## src/rtl/servant_gpio_xchg.sv

```systemverilog
// Neighbour-exchange stage: gathers own + up to 8 neighbour words per generation, then strobes them
// into the servant GPIO input side. Optional collect timeout under `SERVANT_XCHG_TIMEOUT_EN`.
module servant_gpio_xchg #(
  parameter logic [7:0]  NBR_MASK = 8'hFF,
  parameter int unsigned TIMEOUT  = 1000,
  parameter int unsigned GEN_W    = 16
) (
  input  logic             i_wb_clk,
  input  logic             i_wb_rst_n,
  input  logic             i_local_clk,
  input  logic [31:0]      i_local_dat,
  input  logic [7:0]       i_nbr_clk,
  input  logic [255:0]     i_nbr_dat,
  input  logic             i_hold,
  output logic             o_gpio_in_clk,
  output logic [31:0]      o_gpio_in,
  output logic [31:0]      o_gpio_in_n,
  output logic [31:0]      o_gpio_in_ne,
  output logic [31:0]      o_gpio_in_e,
  output logic [31:0]      o_gpio_in_se,
  output logic [31:0]      o_gpio_in_s,
  output logic [31:0]      o_gpio_in_sw,
  output logic [31:0]      o_gpio_in_w,
  output logic [31:0]      o_gpio_in_nw,
  output logic [GEN_W-1:0] o_gen,
  output logic             o_overrun,
  output logic             o_timeout
);

  typedef enum logic [1:0] {StIdle, StCollect, StDeliver} state_e;

  state_e             r_state, w_state_d;
  logic [31:0]        r_cap [8];
  logic [7:0]         r_flag;
  logic [31:0]        r_cap_local;
  logic               r_lflag;
  logic [31:0]        r_dout [9];
  logic [GEN_W-1:0]   r_gen;
  logic               r_overrun;

  logic [7:0]         w_nbr_stb;
  logic               w_ready;
  logic               w_clear;
  logic               w_load;
  logic               w_tmo_hit;

  assign w_nbr_stb = i_nbr_clk & NBR_MASK;
  assign w_ready   = r_lflag & (&(r_flag | ~NBR_MASK));
  assign w_clear   = (r_state == StDeliver) & ~i_hold;
  assign w_load    = (r_state != StDeliver) && (w_state_d == StDeliver);

`ifdef SERVANT_XCHG_TIMEOUT_EN
  logic [31:0] r_tmo_cnt;
  logic        r_timeout;

  always_ff @(posedge i_wb_clk or negedge i_wb_rst_n) begin
    if (!i_wb_rst_n) begin
      r_tmo_cnt <= '0;
      r_timeout <= 1'b0;
    end else begin
      r_tmo_cnt <= (r_state == StCollect) ? r_tmo_cnt + 32'd1 : '0;
      if (w_tmo_hit && !w_ready) r_timeout <= 1'b1;
    end
  end

  assign w_tmo_hit = (r_state == StCollect) && (r_tmo_cnt == 32'(TIMEOUT - 1));
  assign o_timeout = r_timeout;
`else
  logic [31:0] w_unused_timeout;
  assign w_unused_timeout = 32'(TIMEOUT);
  assign w_tmo_hit        = 1'b0;
  assign o_timeout        = 1'b0;
`endif

  always_ff @(posedge i_wb_clk or negedge i_wb_rst_n) begin
    if (!i_wb_rst_n) r_state <= StIdle;
    else             r_state <= w_state_d;
  end

  // A generation that is already complete in IDLE skips COLLECT to keep the 2-cycle latency.
  always_comb begin
    w_state_d = r_state;
    unique case (r_state)
      StIdle:    if (r_lflag) w_state_d = w_ready ? StDeliver : StCollect;
      StCollect: if (w_ready || w_tmo_hit) w_state_d = StDeliver;
      StDeliver: if (!i_hold) w_state_d = StIdle;
      default:   w_state_d = StIdle;
    endcase
  end

  always_comb begin
    o_gpio_in_clk = 1'b0;
    if (r_state == StDeliver) o_gpio_in_clk = ~i_hold;
  end

  // A strobe in the clearing cycle starts the next generation instead of counting as an overrun.
  always_ff @(posedge i_wb_clk or negedge i_wb_rst_n) begin
    if (!i_wb_rst_n) begin
      for (int k = 0; k < 8; k++) r_cap[k] <= '0;
      r_flag      <= '0;
      r_cap_local <= '0;
      r_lflag     <= 1'b0;
      r_overrun   <= 1'b0;
    end else begin
      for (int k = 0; k < 8; k++) begin
        if (w_nbr_stb[k] && (!r_flag[k] || w_clear)) begin
          r_cap[k]  <= i_nbr_dat[32*k +: 32];
          r_flag[k] <= 1'b1;
        end else if (w_clear) begin
          r_flag[k] <= 1'b0;
        end
      end
      if (|(w_nbr_stb & r_flag) && !w_clear) r_overrun <= 1'b1;
      if (i_local_clk) begin
        r_cap_local <= i_local_dat;
        r_lflag     <= 1'b1;
      end else if (w_clear) begin
        r_lflag     <= 1'b0;
      end
    end
  end

  always_ff @(posedge i_wb_clk or negedge i_wb_rst_n) begin
    if (!i_wb_rst_n) begin
      for (int k = 0; k < 9; k++) r_dout[k] <= '0;
      r_gen <= '0;
    end else begin
      if (w_load) begin
        r_dout[0] <= r_cap_local;
        for (int k = 0; k < 8; k++) r_dout[k+1] <= NBR_MASK[k] ? r_cap[k] : 32'd0;
      end
      if (w_clear) r_gen <= r_gen + 1'b1;
    end
  end

  assign o_gpio_in    = r_dout[0];
  assign o_gpio_in_n  = r_dout[1];
  assign o_gpio_in_ne = r_dout[2];
  assign o_gpio_in_e  = r_dout[3];
  assign o_gpio_in_se = r_dout[4];
  assign o_gpio_in_s  = r_dout[5];
  assign o_gpio_in_sw = r_dout[6];
  assign o_gpio_in_w  = r_dout[7];
  assign o_gpio_in_nw = r_dout[8];
  assign o_gen        = r_gen;
  assign o_overrun    = r_overrun;

endmodule

```

## config.mk

```make
export PLATFORM = sky130hd
export DESIGN_NAME = servant_gpio_xchg
export DESIGN_NICKNAME = d
export VERILOG_FILES = /design/src/rtl/servant_gpio_xchg.sv
export SDC_FILE = /design/constraint.sdc
export NUM_CORES = 1
export LEC_CHECK = 0
export CORE_MARGIN = 5
export CORE_UTILIZATION = 35
export CTS_CLUSTER_DIAMETER = 120
export DETAILED_ROUTE_END_ITERATION = 7
export PLACE_DENSITY = 0.7
export SKIP_LAST_GASP = 1
export SLEW_MARGIN = 0
export SYNTH_ARGS = -nofsm -noshare
export SYNTH_HDL_FRONTEND = slang
export SYNTH_SLANG_ARGS = --single-unit
```

## constraint.sdc

```tcl
create_clock -name i_wb_clk -period 2.15 [get_ports i_wb_clk]
set_input_delay 0.3225 -clock i_wb_clk [delete_from_list [all_inputs] [get_ports i_wb_clk]]
set_output_delay 0.3225 -clock i_wb_clk [all_outputs]
set_load 0.02 [all_outputs]
```

==> run summary, run 1 <==
Fmax: 0.4970 GHz
Arr. time, crit path: 1690 ps
Setup Viol. Count Final: 0
Maximum vdd drop: 0.0008895 V
Port bufs: 605
Max_cap viols: 0
First-pass GRT wire length: 94.25 mm
Power Internal: 37.68 mW
Leak Pwr: 14.63 nW
Sequential Power Share: 36.0%
Post-DR vias/cell: 4.657
Period utilization: 93.59%
Clock tree buffer depth: 3
FFs w/ async S/R, synth: 100.0%
All-layer global routing usage: 16.36%
WS Path Type: reg -> out
Switching Share: 32.04%
Status: finished, final reports clean
#FFs+latches synth: 604
Mapped Nets: 1627
Die area: 72920 µm²
Clock slew at reported path FFs: 60 ps
CP Buf/Inv Count: 1
Slew Limit Fails: 0
Clk Latency, worst-skew pair: 590 ps
CTS tree: built
Setup TNS: 0 ps
CP max stage delay: 680 ps
Iter 0 DRT Violations: 493
Most area-hungry cell type in the Yosys netlist: dfrtp_1
Startpoint types: register
Place WS: -107.6 ps
Wirelength, routed: 61.14 mm
First-pass detailed-route iteration total: 4
Antenna violations before repair: 9
Area growth syn-to-layout: 39.85%
Mean post-synth cell area: 17.85 µm²
Chip Height: 270.0 µm
Post-route ant nets: 0
Largest net degree at the start of global routing: 60
Final Hold Viols: 0
Vias: 13650
Drt wl/cell: 20.86 µm
Worst min path class: in -> reg
Core area: 67160 µm²
Final GP Congestion: 0.8152
Synth top area share: 63.87%
Ports: 607
Grt total ovfl: 0
Setup ws final: 137.9 ps
Die Wd: 270.0 µm
Post-synthesis cell type count: 28
CP top delay family: buffers and inverters
Num rows: 95
Commonest non-fill, non-tap cells in the layout: 604 x dfrtp_1, 602 x clkdlybuf4s50_1, 396 x mux2_2, 180 x mux2_4, 70 x clkbuf_16
Top post-synthesis cells by area: dfrtp_1 64%, mux2_2 19%, mux2_4 11%
Commonest non-fill, non-tap cell in the layout: dfrtp_1
Drt drc: 0
CTS Sinks: 604
CP Max Fanout: 6
Share of cells above drive strength 1: 37.34%
Initial Util: 35.24%
CP required: 1830 ps
YS warnings: 0
CTS Buf Count: 68
Clock Power Share: 20.4%
Clock Skew: 25.99 ps
Synthesized instance count: 1326
Synth Flop Type: dfrtp_1
Vias in the first global route: 15430
Slowest cell on the critical path: clkdlybuf4s50_1
Pwr Density: 1675 nW/µm²
Detailed Place HPWL: 43.99 mm
NetSw: 17.76 mW
Tot Pwr: 55.45 mW
Netlist Area Pre-Place: 23670 µm²
Max_slew headroom: 65.28%
Comb power frac: 43.6%
Number of synthesized flops with an enable pin: 0
Min cycle time layout: 2012 ps
Clk root buf: clkbuf_16
CTS H-Tree Depth: 3
Sequential fraction of the synthesis area: 63.87%
Worst Tran Pin Value: 520.7 ps
Critical-path cell list: clkdlybuf4s50_1
CP Capture Type: output port
RSZ-0062 raised after global routing: false
Nets: 2304
==> per-stage QoR <==
step,utilization [%],cell area [µm²],hold WS [ps],cells
3_3_place_gp,46.00,30890,308.9,2805
6_report,49.28,33100,270.6,2931
4_1_cts,49.27,33090,218.0,2927
3_5_place_dp,46.00,30890,318.1,2805
5_1_grt,49.28,33090,237.6,2930
2_1_floorplan,-,23670,26.91,1326
==> sequential cells by signal, indices dropped and copies added, names as in the netlist, 16 cells and up <==
| signal | cells |
|---|---|
| o_gpio_in_e | 32 |
| o_gpio_in_se | 32 |
| o_gpio_in_n | 32 |
| o_gen | 16 |
| r_cap_local | 32 |
| o_gpio_in_sw | 32 |
| o_gpio_in_ne | 32 |
| o_gpio_in_w | 32 |
| o_gpio_in_nw | 32 |
| o_gpio_in | 32 |
| r_cap | 256 |
| o_gpio_in_s | 32 |
==> cell type report <==
type / instances / area (µm²)
inverters: 2 / 7.507
diodes: 4 / 10.01
fillers: 5574 / 34060
flip-flops and latches: 604 / 15110
well taps: 873 / 1092
clock buffers: 98 / 1977
repair buffers: 670 / 6917
clock inverters: 23 / 211.5
multi-input cells: 657 / 7766
==> logic make-up (layout without fill, tap and decap cells) <==
kind of cell,after synthesis,in the layout,synth area share (%)
AOI/OAI and AO/OA,8,8,0.2697
xor gates and xnor gates,15,15,0.5552
adders and majority gates,1,1,0.05286
buffers and inverters,65,793,3.347
DFF,604,604,63.87
muxes,576,576,30.26
other,1,5,0.01585
and+or+nand+nor,56,56,1.628
==> worst paths after layout <==
path	to	depth (start not counted)	startpoint	slack, ps
max reg2reg	o_gpio_in_w[4]	6	r_flag[6]	180
min reg2reg	o_overrun	1	o_overrun	460
min	r_cap_local[1]	2	i_local_clk	270
max in group asynchronous	r_cap[5]	4	i_wb_rst_n	980
min in group asynchronous	r_cap[58]	2	i_wb_rst_n	320
max	o_gen[2]	1	o_gen[2]	140
==> power groups by stage <==
stage,clock (mW),combinational (mW),sequential [mW]
after global placement,0,24.0,19.8
after detailed placement,0,24.4,20.1
after global routing,12.1,25.5,20.6
after CTS,11.7,24.5,20.0
final,11.3,24.2,20.0
after floorplan,0,11.9,22.8
==> cell usage after synthesis, types with 4 or more instances <==
cell type    n
xnor2_1     14
and3_1       4
buf_6       29
a22oi_1      4
clkbuf_1     4
mux2_4     180
nand2_4     12
nand4_1      7
nand2_1     13
buf_2        8
buf_12      19
nand3_1      5
dfrtp_1    604
or2b_1       6
mux2_2     396
==> layer usage <==
metal / share of wire [%] / track usage [%]
met1: 39 / 18.91
met2: 50 / 28.05
met3: 9.0 / 6.689
met4: 2.4 / 4.837
met5: 0.11 / 0
==> timing repair <==
| action | CTS | global route |
|---|---|---|
| gates resized for setup | 3 | 1 |
| setup buffers | 0 | 0 |
| hold buffers | 1 | 0 |
| setup endpoints to repair | 1 | 1 |
| endpoints found under the hold margin | 20 | 0 |
Note: power is estimated with default switching activity, not from simulation.
==> run 2: changes to the inputs <==
- CTS_CLUSTER_SIZE: default -> 8
- GPL_TIMING_DRIVEN: default -> 0
- clock period: 2.15 -> 2.3 ns (I/O delays scaled with it)
==> run 2 against run 1 <==
Net effect:
- register-to-register slack about the same
- cell area up 0.56%
- die area unchanged
- critical path type unchanged
- global-route usage rose by 0.60 points
- largest power group unchanged
- clock power about the same
==> run summary, run 2 (synthesized netlist as in run 1, its figures left out) <==
Status: finished, final reports clean
CTS H-Tree Depth: 3 (unchanged)
Worst reg-to-reg path cell count: 7 (+1)
CP Max Fanout: 7 (+1)
Placed cell areas: 30950 µm² (+0.17%)
Wirelength, routed: 63.41 mm (+3.7%)
Register with the most flip-flops: r_cap
Max_cap viols: 0 (unchanged)
RSZ-0062 raised after global routing: false
Post-CTS Setup Bufs: 0 (unchanged)
Iter 0 DRT Violations: 428 (-13%)
CTS Sinks: 604 (unchanged)
Slew Limit Fails: 0 (unchanged)
Clock Skew: 20.32 ps (-5.673 ps)
Drt wl/cell: 21.81 µm (+4.6%)
Vias: 13640 (-0.073%)
Startpoint types: register
Worst Tran Pin Value: 862.4 ps (+341.7 ps)
Ports: 607 (unchanged)
Vias in the first global route: 15610 (+1.2%)
Die Wd: 270.0 µm (unchanged)
Core area: 67160 µm² (unchanged)
CTS tree: built
Post-DR vias/cell: 4.692 (+0.75%)
Pwr Density: 1590 nW/µm² (-5.1%)
Fmax: 0.4600 GHz
Area growth syn-to-layout: 40.63%
Reg2reg setup slack: 190 ps (about the same)
Final GP Congestion: 0.8144 (about the same)
Critical Path Start: r_state[1]
Arr. time, crit path: 1830 ps (+140 ps)
Antenna violations before repair: 11 (+2)
Largest net degree at the start of global routing: 130 (+120%)
Num rows: 95 (unchanged)
Die area: 72920 µm² (unchanged)
Critical Path End: o_gpio_in_clk
Maximum vdd drop: 0.0008849 V (-0.51%)
Post-route ant nets: 0 (unchanged)
Clk Latency, worst-skew pair: 610 ps (+20 ps)
Clock tree buffer depth: 3 (unchanged)
Final Hold Viols: 0 (unchanged)
Commonest non-fill, non-tap cell in the layout: dfrtp_1
Share of cells above drive strength 1: 37.06% (-0.28 points)
Final instance area: 33280 µm² (+0.56%)
Max_slew headroom: 42.50% (-23 points)
Clock slew at reported path FFs: 50 ps (about the same)
Clk root buf: clkbuf_16
Min cycle time layout: 2174 ps
Grt total ovfl: 0 (unchanged)
Max FFs per register: 256 (unchanged)
CTS Buf Count: 85 (+25%)
Leak Pwr: 14.73 nW (+0.67%)
Worst min path class: in -> async
CP required: 1960 ps (+130 ps)
Detailed Place HPWL: 46.08 mm (+4.8%)
CP Capture Type: output port
Setup Viol. Count Final: 0 (unchanged)
Port bufs: 604 (-0.17%)
Launch point of the worst reg-to-reg path: r_flag[2]
Drt drc: 0 (unchanged)
Nets: 2325 (+0.91%)
WS Path Type: reg -> out
Chip Height: 270.0 µm (unchanged)
Initial Util: 35.24% (unchanged)
Fin util: 49.56% (+0.28 points)
Period utilization: 94.52%
First-pass detailed-route iteration total: 4 (unchanged)
All-layer global routing usage: 16.96% (+0.60 points)
First-pass GRT wire length: 96.60 mm (+2.5%)
R2R Path End: o_gpio_in[27]
Commonest non-fill, non-tap cells in the layout: 604 x dfrtp_1, 602 x clkdlybuf4s50_1, 396 x mux2_2, 180 x mux2_4, 87 x clkbuf_16
[run 2: repair_timing]
item / in CTS / in global routing
endpoints found under the hold margin: 259 / 0
hold buffers: 1 / 0
cloned: 0 / 1
endpoints found under the setup margin: 10 / 115
resized for setup: 3 / 3
[run 2: final cells by class]
class,count,area [µm²]
fillers,5554,33880
flip-flops and latches,604,15110
plain buffers,63,795.8
multi-input cells,657,7759
diodes,5,12.51
clock buffers,86,2152
clock inverters,6,128.9
inverters,2,7.507
repair buffers,611,6218
well taps,873,1092
[run 2: power by group]
group | switching (mW) | internal, mW
Sequential | 2.75 | 15.9
Combinational | 9.90 | 13.2
Clock | 4.42 | 6.70
[run 2: per-stage QoR]
stage	power [mW]	hold slack, ps	setup TNS (ps)	std cells	worst slack (ps)
after global routing	55.60	137.4	0	2906	30.62
after floorplan	32.47	49.41	0	1326	610.5
final	52.91	170.9	0	2907	126.1
after global placement	41.46	451.2	-	2803	-24580
after detailed placement	42.11	168.3	-9288	2808	-173.6
after CTS	53.68	90.09	-83.34	2901	-83.34
[run 2: critical path, cell delays in order, from the launching register on]
cell and delay (ps):
dfrtp_1 370, or3b_4 440, inv_1 190, clkbuf_2 220
[run 2: how the worst min path moves through the flow]
stage                     startpoint                to  slack [ps]
after floorplan           i_wb_rst_n          o_gen[0]          50
after global placement     o_overrun         o_overrun         450
after detailed placement  i_wb_rst_n  o_gpio_in_sw[15]         170
after CTS                 i_wb_rst_n  o_gpio_in_se[16]          90
after global routing      i_wb_rst_n        r_cap[144]         140
final                     i_wb_rst_n  o_gpio_in_sw[15]         170
[run 2: metal layers]
metal	global-route usage, %	part of all wire (%)
met1	18.77	37
met2	29.35	51
met3	7.418	9.0
met4	5.663	2.8
met5	0	0.054
